File: config.mk
export PLATFORM = sky130hd
export DESIGN_NAME = serial_adder
export DESIGN_NICKNAME = d
export VERILOG_FILES = /design/src/rtl/serial_adder.sv
export SDC_FILE = /design/constraint.sdc
export NUM_CORES = 1
export LEC_CHECK = 0
export CAP_MARGIN = 20
export CELL_PAD_IN_SITES_DETAIL_PLACEMENT = 1
export CELL_PAD_IN_SITES_GLOBAL_PLACEMENT = 2
export CORE_MARGIN = 4
export CORE_UTILIZATION = 31
export CTS_CLUSTER_DIAMETER = 30
export CTS_CLUSTER_SIZE = 16
export DETAILED_ROUTE_END_ITERATION = 10
export HOLD_SLACK_MARGIN = 0.15
export PLACE_DENSITY = 0.79
export SYNTH_ARGS = -nofsm -noshare
export SYNTH_HDL_FRONTEND = slang
export SYNTH_SLANG_ARGS = --single-unit
File: constraint.sdc
create_clock -name clk -period 1.2 [get_ports clk]
set_input_delay 0.24 -clock clk [delete_from_list [all_inputs] [get_ports clk]]
set_output_delay 0.24 -clock clk [all_outputs]
set_load 0.02 [all_outputs]
File: src/rtl/serial_adder.sv
// Bit-serial N-bit adder: one full-adder cell, registered carry, LSB first.
// A start accepted in IDLE runs N ADD cycles, then one DONE cycle.
// The result and the done pulse are registered on the DONE->IDLE edge.

// One-bit full-adder cell: o_y = {carry, sum} of a + b + c.
module sa_fa_cell (
    input  logic       i_a,
    input  logic       i_b,
    input  logic       i_c,
    output logic [1:0] o_y
);

    assign o_y = 2'(i_a) + 2'(i_b) + 2'(i_c);

endmodule

module serial_adder #(
    parameter int unsigned N = 8
) (
    input  logic         clk,
    input  logic         reset_n,
    input  logic         start,
    input  logic [N-1:0] a_in,
    input  logic [N-1:0] b_in,
    input  logic         cin,
    output logic         busy,
    output logic         done,
    output logic [N-1:0] sum,
    output logic         cout
);

    localparam int unsigned CNT_W = $clog2(N);
    localparam logic [CNT_W-1:0] LAST_CNT = CNT_W'(N - 1);

    typedef enum logic [1:0] {
        S_IDLE = 2'd0,
        S_ADD  = 2'd1,
        S_DONE = 2'd2
    } state_t;

    state_t           r_state;
    state_t           w_next_state;

    logic [N-1:0]     r_a_sh;
    logic [N-1:0]     r_b_sh;
    logic [N-1:0]     r_s_sh;
    logic             r_carry;
    logic [CNT_W-1:0] r_cnt;

    logic             r_busy;
    logic             r_done;
    logic [N-1:0]     r_sum;
    logic             r_cout;

    logic             w_busy_nxt;
    logic             w_done_nxt;
    logic             w_load;
    logic             w_step;
    logic [1:0]       w_y;

    // Operands are captured only when a start is accepted in IDLE.
    assign w_load = (r_state == S_IDLE) && start;
    assign w_step = (r_state == S_ADD);

    sa_fa_cell u_fa (
        .i_a (r_a_sh[0]),
        .i_b (r_b_sh[0]),
        .i_c (r_carry),
        .o_y (w_y)
    );

    // FSM state register.
    always_ff @(posedge clk or negedge reset_n) begin
        if (!reset_n) begin
            r_state <= S_IDLE;
        end else begin
            r_state <= w_next_state;
        end
    end

    // Next-state and next-output decode; busy tracks residency in ADD.
    always_comb begin
        w_next_state = r_state;
        w_busy_nxt   = 1'b0;
        w_done_nxt   = 1'b0;
        case (r_state)
            S_IDLE: begin
                if (start) begin
                    w_next_state = S_ADD;
                    w_busy_nxt   = 1'b1;
                end
            end
            S_ADD: begin
                if (r_cnt == LAST_CNT) begin
                    w_next_state = S_DONE;
                end else begin
                    w_busy_nxt   = 1'b1;
                end
            end
            S_DONE: begin
                w_next_state = S_IDLE;
                w_done_nxt   = 1'b1;
            end
            default: begin
                w_next_state = S_IDLE;
            end
        endcase
    end

    // Shift datapath: one bit of a + b + carry per ADD cycle.
    always_ff @(posedge clk or negedge reset_n) begin
        if (!reset_n) begin
            r_a_sh  <= '0;
            r_b_sh  <= '0;
            r_s_sh  <= '0;
            r_carry <= 1'b0;
            r_cnt   <= '0;
        end else if (w_load) begin
            r_a_sh  <= a_in;
            r_b_sh  <= b_in;
            r_carry <= cin;
            r_cnt   <= '0;
        end else if (w_step) begin
            r_a_sh  <= {1'b0, r_a_sh[N-1:1]};
            r_b_sh  <= {1'b0, r_b_sh[N-1:1]};
            r_s_sh  <= {w_y[0], r_s_sh[N-1:1]};
            r_carry <= w_y[1];
            r_cnt   <= r_cnt + CNT_W'(1);
        end
    end

    // Output registers; sum/cout only move together with the done pulse.
    always_ff @(posedge clk or negedge reset_n) begin
        if (!reset_n) begin
            r_busy <= 1'b0;
            r_done <= 1'b0;
            r_sum  <= '0;
            r_cout <= 1'b0;
        end else begin
            r_busy <= w_busy_nxt;
            r_done <= w_done_nxt;
            if (r_state == S_DONE) begin
                r_sum  <= r_s_sh;
                r_cout <= r_carry;
            end
        end
    end

    assign busy = r_busy;
    assign done = r_done;
    assign sum  = r_sum;
    assign cout = r_cout;

endmodule

After elaboration in Yosys (flattened, before gate mapping)
Cells that the tools add are included.
{ "classes": {"n_reduce_logical": 5, "mux": 15, "add_sub_neg": 3, "n_bitwise": 1, "eq_ne": 5} }
{ "op_table": {"columns": ["operator", "count"], "rows": [
  ["$mux W8", 4],
  ["$mux W3", 2],
  ["$mux W1", 5],
  ["$mux W2", 2],
  ["$pmux W2 S2", 1],
  ["$reduce_and A2 Y1", 2],
  ["$add A3 B1 Y3 const B", 1],
  ["$eq A3 B3 Y1 const B", 1],
  ["$add A1 B1 Y2", 1],
  ["$add A2 B1 Y2", 1],
  ["$eq A2 B1 Y1 const B", 1],
  ["$eq A2 B2 Y1 const B", 1],
  ["$logic_not A2 Y1", 1],
  ["$ne A2 B1 Y1 const B", 1],
  ["$ne A2 B2 Y1 const B", 1],
  ["$pmux W1 S2", 1],
  ["$reduce_bool A2 Y1", 1],
  ["$logic_and A1 B1 Y1", 1],
  ["$not A1 Y1", 1]
]} }
{ "totals": {"ff_bits": 41, "out_inout_bits": 11, "word_cells": 39, "in_bits": 20} }

Logic depth before layout (Yosys ltp)
{ "depth": {"depth_word": 4, "mapped_depth": 5, "mapped_depth_nobuf": 4} }

Cells and area by module
From an unflattened synthesis, not the netlist that was laid out.
{ "unflattened": {"hier_cells": 148, "hier_area_um2": 1735.4} }
{ "modules_own_cells": {"columns": ["module", "cells_each", "n_inst", "area_each_um2", "seq_area_each_um2"], "rows": [
  ["serial_adder", 147, 1, 1715.4, 1026.0],
  ["sa_fa_cell", 1, 1, 20.0, 0.0]
]} }

Worst setup path before layout
Ideal clock, no wire load.
{ "synth_path": {"path_kind": "reg2reg", "startpoint": "reg r_cnt[0]", "endpoint": "reg r_cnt[2]", "n_path_buf": 0, "path_stages_with_launch": 4, "arrival_time_ns": 1.015, "setup_ns": 0.121, "required_time_ns": 1.079, "path_slack_ns": 0.064, "synth_period_minus_slack_ns": 1.136, "path_cell_list": "dfrtp_1 > ha_1 > ha_1 > a22o_1"} }
{ "synth_between": {"elab_chain_len": 3} }
{ "synth_rtl": {"columns": ["element", "line_no", "source"], "rows": [
  ["from (decl)", "48", "logic [CNT_W-1:0] r_cnt;"],
  ["from (signal assigned)", "128", "r_cnt <= r_cnt + CNT_W'(1);"],
  ["$add A3 B1 Y3", "128", null],
  ["$mux W3", "123", "end else if (w_step) begin"],
  ["$mux W3", "118", "end else if (w_load) begin"]
]} }
Every way passes these cells. The select of a mux whose other input is x is not followed.
A chain may end at the register's enable or synchronous reset.

Final worst setup path
{ "layout_path": {"startpoint": "reg r_state[0]", "endpoint": "reg r_b_sh[1]"} }
{ "layout_between": {"elab_chain_len": 3, "elab_cells_between_ends": 5, "cone_classes": "eq/ne (1); mux (1); reduce/logical (3)"} }
{ "layout_rtl": {"columns": ["element", "line_no", "source"], "rows": [
  ["from (decl)", "41", "state_t r_state;"],
  ["from (signal assigned)", "77", "r_state <= w_next_state;"],
  ["$logic_not A2 Y1", "62", "assign w_load = (r_state == S_IDLE) && start;"],
  ["$logic_and A1 B1 Y1", "62", null],
  ["$mux W8 or $reduce_bool A2 Y1 (tied branches)", null, null],
  ["to (signal assigned)", "120", "r_b_sh <= b_in;"],
  ["to (signal assigned)", "125", "r_b_sh <= {1'b0, r_b_sh[N-1:1]};"],
  ["to (decl)", "45", "logic [N-1:0] r_b_sh;"]
]} }
Several ways; a longest one is shown, not always the timed one.

==> results by group <==
Status
  – Status: finished clean

Placed design
  – Post-DP HPWL: 2940 um
  – Cell Area, Placed: 2260 um2
  – IO buf count: 30
  – Placed cells: 260
  – Gpl congestion: 0.819
  – Pre-CTS WS: -0.386 ns

Critical path
  – CP required: 1.37 ns
  – CP max FO: 8
  – Ordered cell list for the critical path: buf_6 -> nand2b_2 -> o22ai_1 -> a2bb2oi_1
  – Arrival time worst endpoint: 1.36 ns
  – CP endpoint kind: flop
  – Crit path largest cell delay: 0.43 ns
  – Critical path type: flop to flop
  – CP max-delay cell: dfrtp_2
  – Reg2Reg Depth: 4
  – Critical path startpoint category: flop

GRT
  – Largest net degree at the start of global routing: 42
  – All-Layer GR Usage: 12.2%
  – First-pass GRT wire length: 7160 um
  – Initial antenna violation count: 0
  – Gr ovfl total: 0
  – Vias in the first global route: 1476

Synth
  – Yosys reg bits: 41
  – Synth top cells by count: dfrtp_1, nand2_1, o22ai_1, a21oi_1, mux2_4
  – Post-synthesis net count: 177
  – Post-synth top flop: dfrtp_1
  – Cell variety after synth: 27
  – Post-Syn Instances: 154
  – Synth top area cells: dfrtp_1, o22ai_1, mux2_4
  – Mean post-synth cell area: 11.8 um2
  – Yosys top cell area share: 56.7%
  – Cell Area, Synth: 1810 um2
  – Number of synthesized flops with an enable pin: 0
  – Top-count cell post-synth: dfrtp_1
  – Dominant cell type by area after synthesis: dfrtp_1
  – Asr flop ratio synth: 100%
  – Sequential area share after synthesis: 56.7%
  – Number of synthesis warnings: 0

Timing
  – Measured slew at the worst slew-check pin: 0.353 ns
  – Min Clock Period, post-route: 1.19 ns
  – Peak Freq: 838 MHz
  – Setup violators final: 0
  – Max-slew headroom: 76.4%
  – Tcrit/Tclk final: 99.4%
  – Setup tns final: 0 ns
  – RSZ-0062 raised after global routing: true
  – Max Transition Viols Final: 0
  – Setup WS post-layout: 0.00679 ns
  – Final-report hold violation count: 0
  – Final Skew: 0.00805 ns

CTS
  – Total CTS buffers: 5
  – Root Buffer: clkbuf_8
  – Worst skew pair latency: 0.29 ns
  – Clock sink count: 41
  – CTS max path bufs: 2
  – Clock-pin slew on the worst setup and hold paths: 0.08 ns
  – CTS H-tree lvls: 2
  – CTS tree: built

Final layout
  – Layout cells sized above 1: 28.5%
  – Layout area overhead: 31.9%
  – Nets: 222
  – Diodes inserted: 0
  – Cell Count, Final, Fillers Out: 272
  – Post-route cell area: 2390 um2

Floorplanning
  – DIE WIDTH: 84.4 um
  – Die Footprint: 7130 um2
  – Boundary Pins: 31
  – Core area: 5570 um2
  – Initial core utilization: 32.5%
  – Row Count: 27
  – Overall die height: 84.4 um

Flow run
  – Max-cap violations: 0

Pwr
  – Power Density: 2440 nW/um2
  – Max VDD drop: 0.739 mV
  – Leakage power: 1.09 nW

Detailed routing
  – # DRC: 0
  – Final WL: 4140 um
  – Wire per inst: 15.2 um
  – Via density: 4.98
  – DR iter-0 viols: 29
  – Final antenna-violating net count: 0
  – Pre-antenna DRT Iters: 4
  – Via count: 1354

Min path
  – Hold path cells: 3
  – HP Class: input port to flop
## cells by family (layout without fill, tap and decap cells)
family / Yosys count / after routing / share of synthesized area (%)
buffers and inverters: 12 / 57 / 4.97
AOI/OAI and AO/OA: 47 / 47 / 16.3
muxes: 9 / 9 / 7.46
DFF: 41 / 41 / 56.7
and+or+nand+nor: 42 / 43 / 12.1
adders and majority gates: 3 / 3 / 2.49
## cell type report
class / count / area [um2]
tap: 72 / 90.1
fill: 626 / 3190
multi-input combinational: 102 / 732
clock buffer: 8 / 80.1
inverter: 3 / 21.3
sequential: 41 / 1030
timing repair buffer: 46 / 435
## layer usage
layer  wire length, um  up-vias  global-route usage (%)
met5                 0        -                       0
met4                27        0                    2.16
met3               241        3                    3.83
met2              2090       32                    20.9
met1              1780      683                    15.3
li1                  -      636                       -
## worst max-delay path: cells and delay by family, from the launching register on
kind | cells | cell delay [ns]
and+or+nand+nor | 1 | 0.22
DFF | 1 | 0.43
buffers and inverters | 1 | 0.15
AOI/OAI and AO/OA | 2 | 0.27
## power breakdown
part / total (W) / leakage, nW / switching [W] / internal (W)
registers: 0.00240 / 0.485 / 0.000413 / 0.00199
logic: 0.00256 / 0.563 / 0.00125 / 0.00131
clock network: 0.000870 / 0.0395 / 0.000456 / 0.000414
total: 0.00583 / 1.09 / 0.00212 / 0.00371
## repair_timing
action                     4_1_cts  5_1_grt
hold endpoints to repair        41        0
setup buffers                    1        1
gates cloned                     0        1
hold buffers                     1        0
setup endpoints to repair       31       32
pin swaps                        0        1
gates resized for setup         33       20
## stage by stage
step / util [%] / hold WS, ns / total power, W
6_report: 42.8 / 0.452 / 0.00583
5_1_grt: 42.8 / 0.462 / 0.00633
4_1_cts: 42.5 / 0.479 / 0.00580
3_5_place_dp: 40.5 / 0.235 / 0.00495
3_3_place_gp: 40.5 / 0.228 / 0.00480
2_1_floorplan: - / -0.0556 / 0.00397
## registers in the layout, indices dropped and copies added, names as in the netlist
signal   cells
r_a_sh       8
r_b_sh       8
r_s_sh       8
sum          8
r_cnt        3
r_state      2
busy         1
cout         1
done         1
r_carry      1
## cells in the final DEF, fill, tap and decap left out, types with 2 or more instances in the layout
cell / instances
dfrtp_1: 39
nand2_1: 26
o22ai_1: 23
clkdlybuf4s50_1: 17
a21oi_1: 12
buf_4: 10
mux2_4: 9
buf_2: 6
clkbuf_8: 5
clkdlybuf4s15_2: 4
a2bb2oi_1: 3
o21ai_0: 3
clkbuf_1: 3
buf_12: 3
nand2b_2: 2
nor2_4: 2
nor2_1: 2
nand3b_1: 2
o221a_1: 2
a22o_1: 2
clkbuf_2: 2
buf_6: 2
dfrtp_2: 2
## final timing paths
check | startpoint | endpoint | slack, ns
worst min register to register | r_s_sh[5] | r_s_sh[4] | 0.49
worst min-delay path | start | r_state[0] | 0.45
worst max register to register | r_state[0] | r_b_sh[1] | 0.007
min in group asynchronous | reset_n | sum[1] | 0.46
max in group asynchronous | reset_n | r_state[0] | 0.53
worst max-delay path | r_state[0] | r_b_sh[1] | 0.007
(Power assumes the default switching activity.)
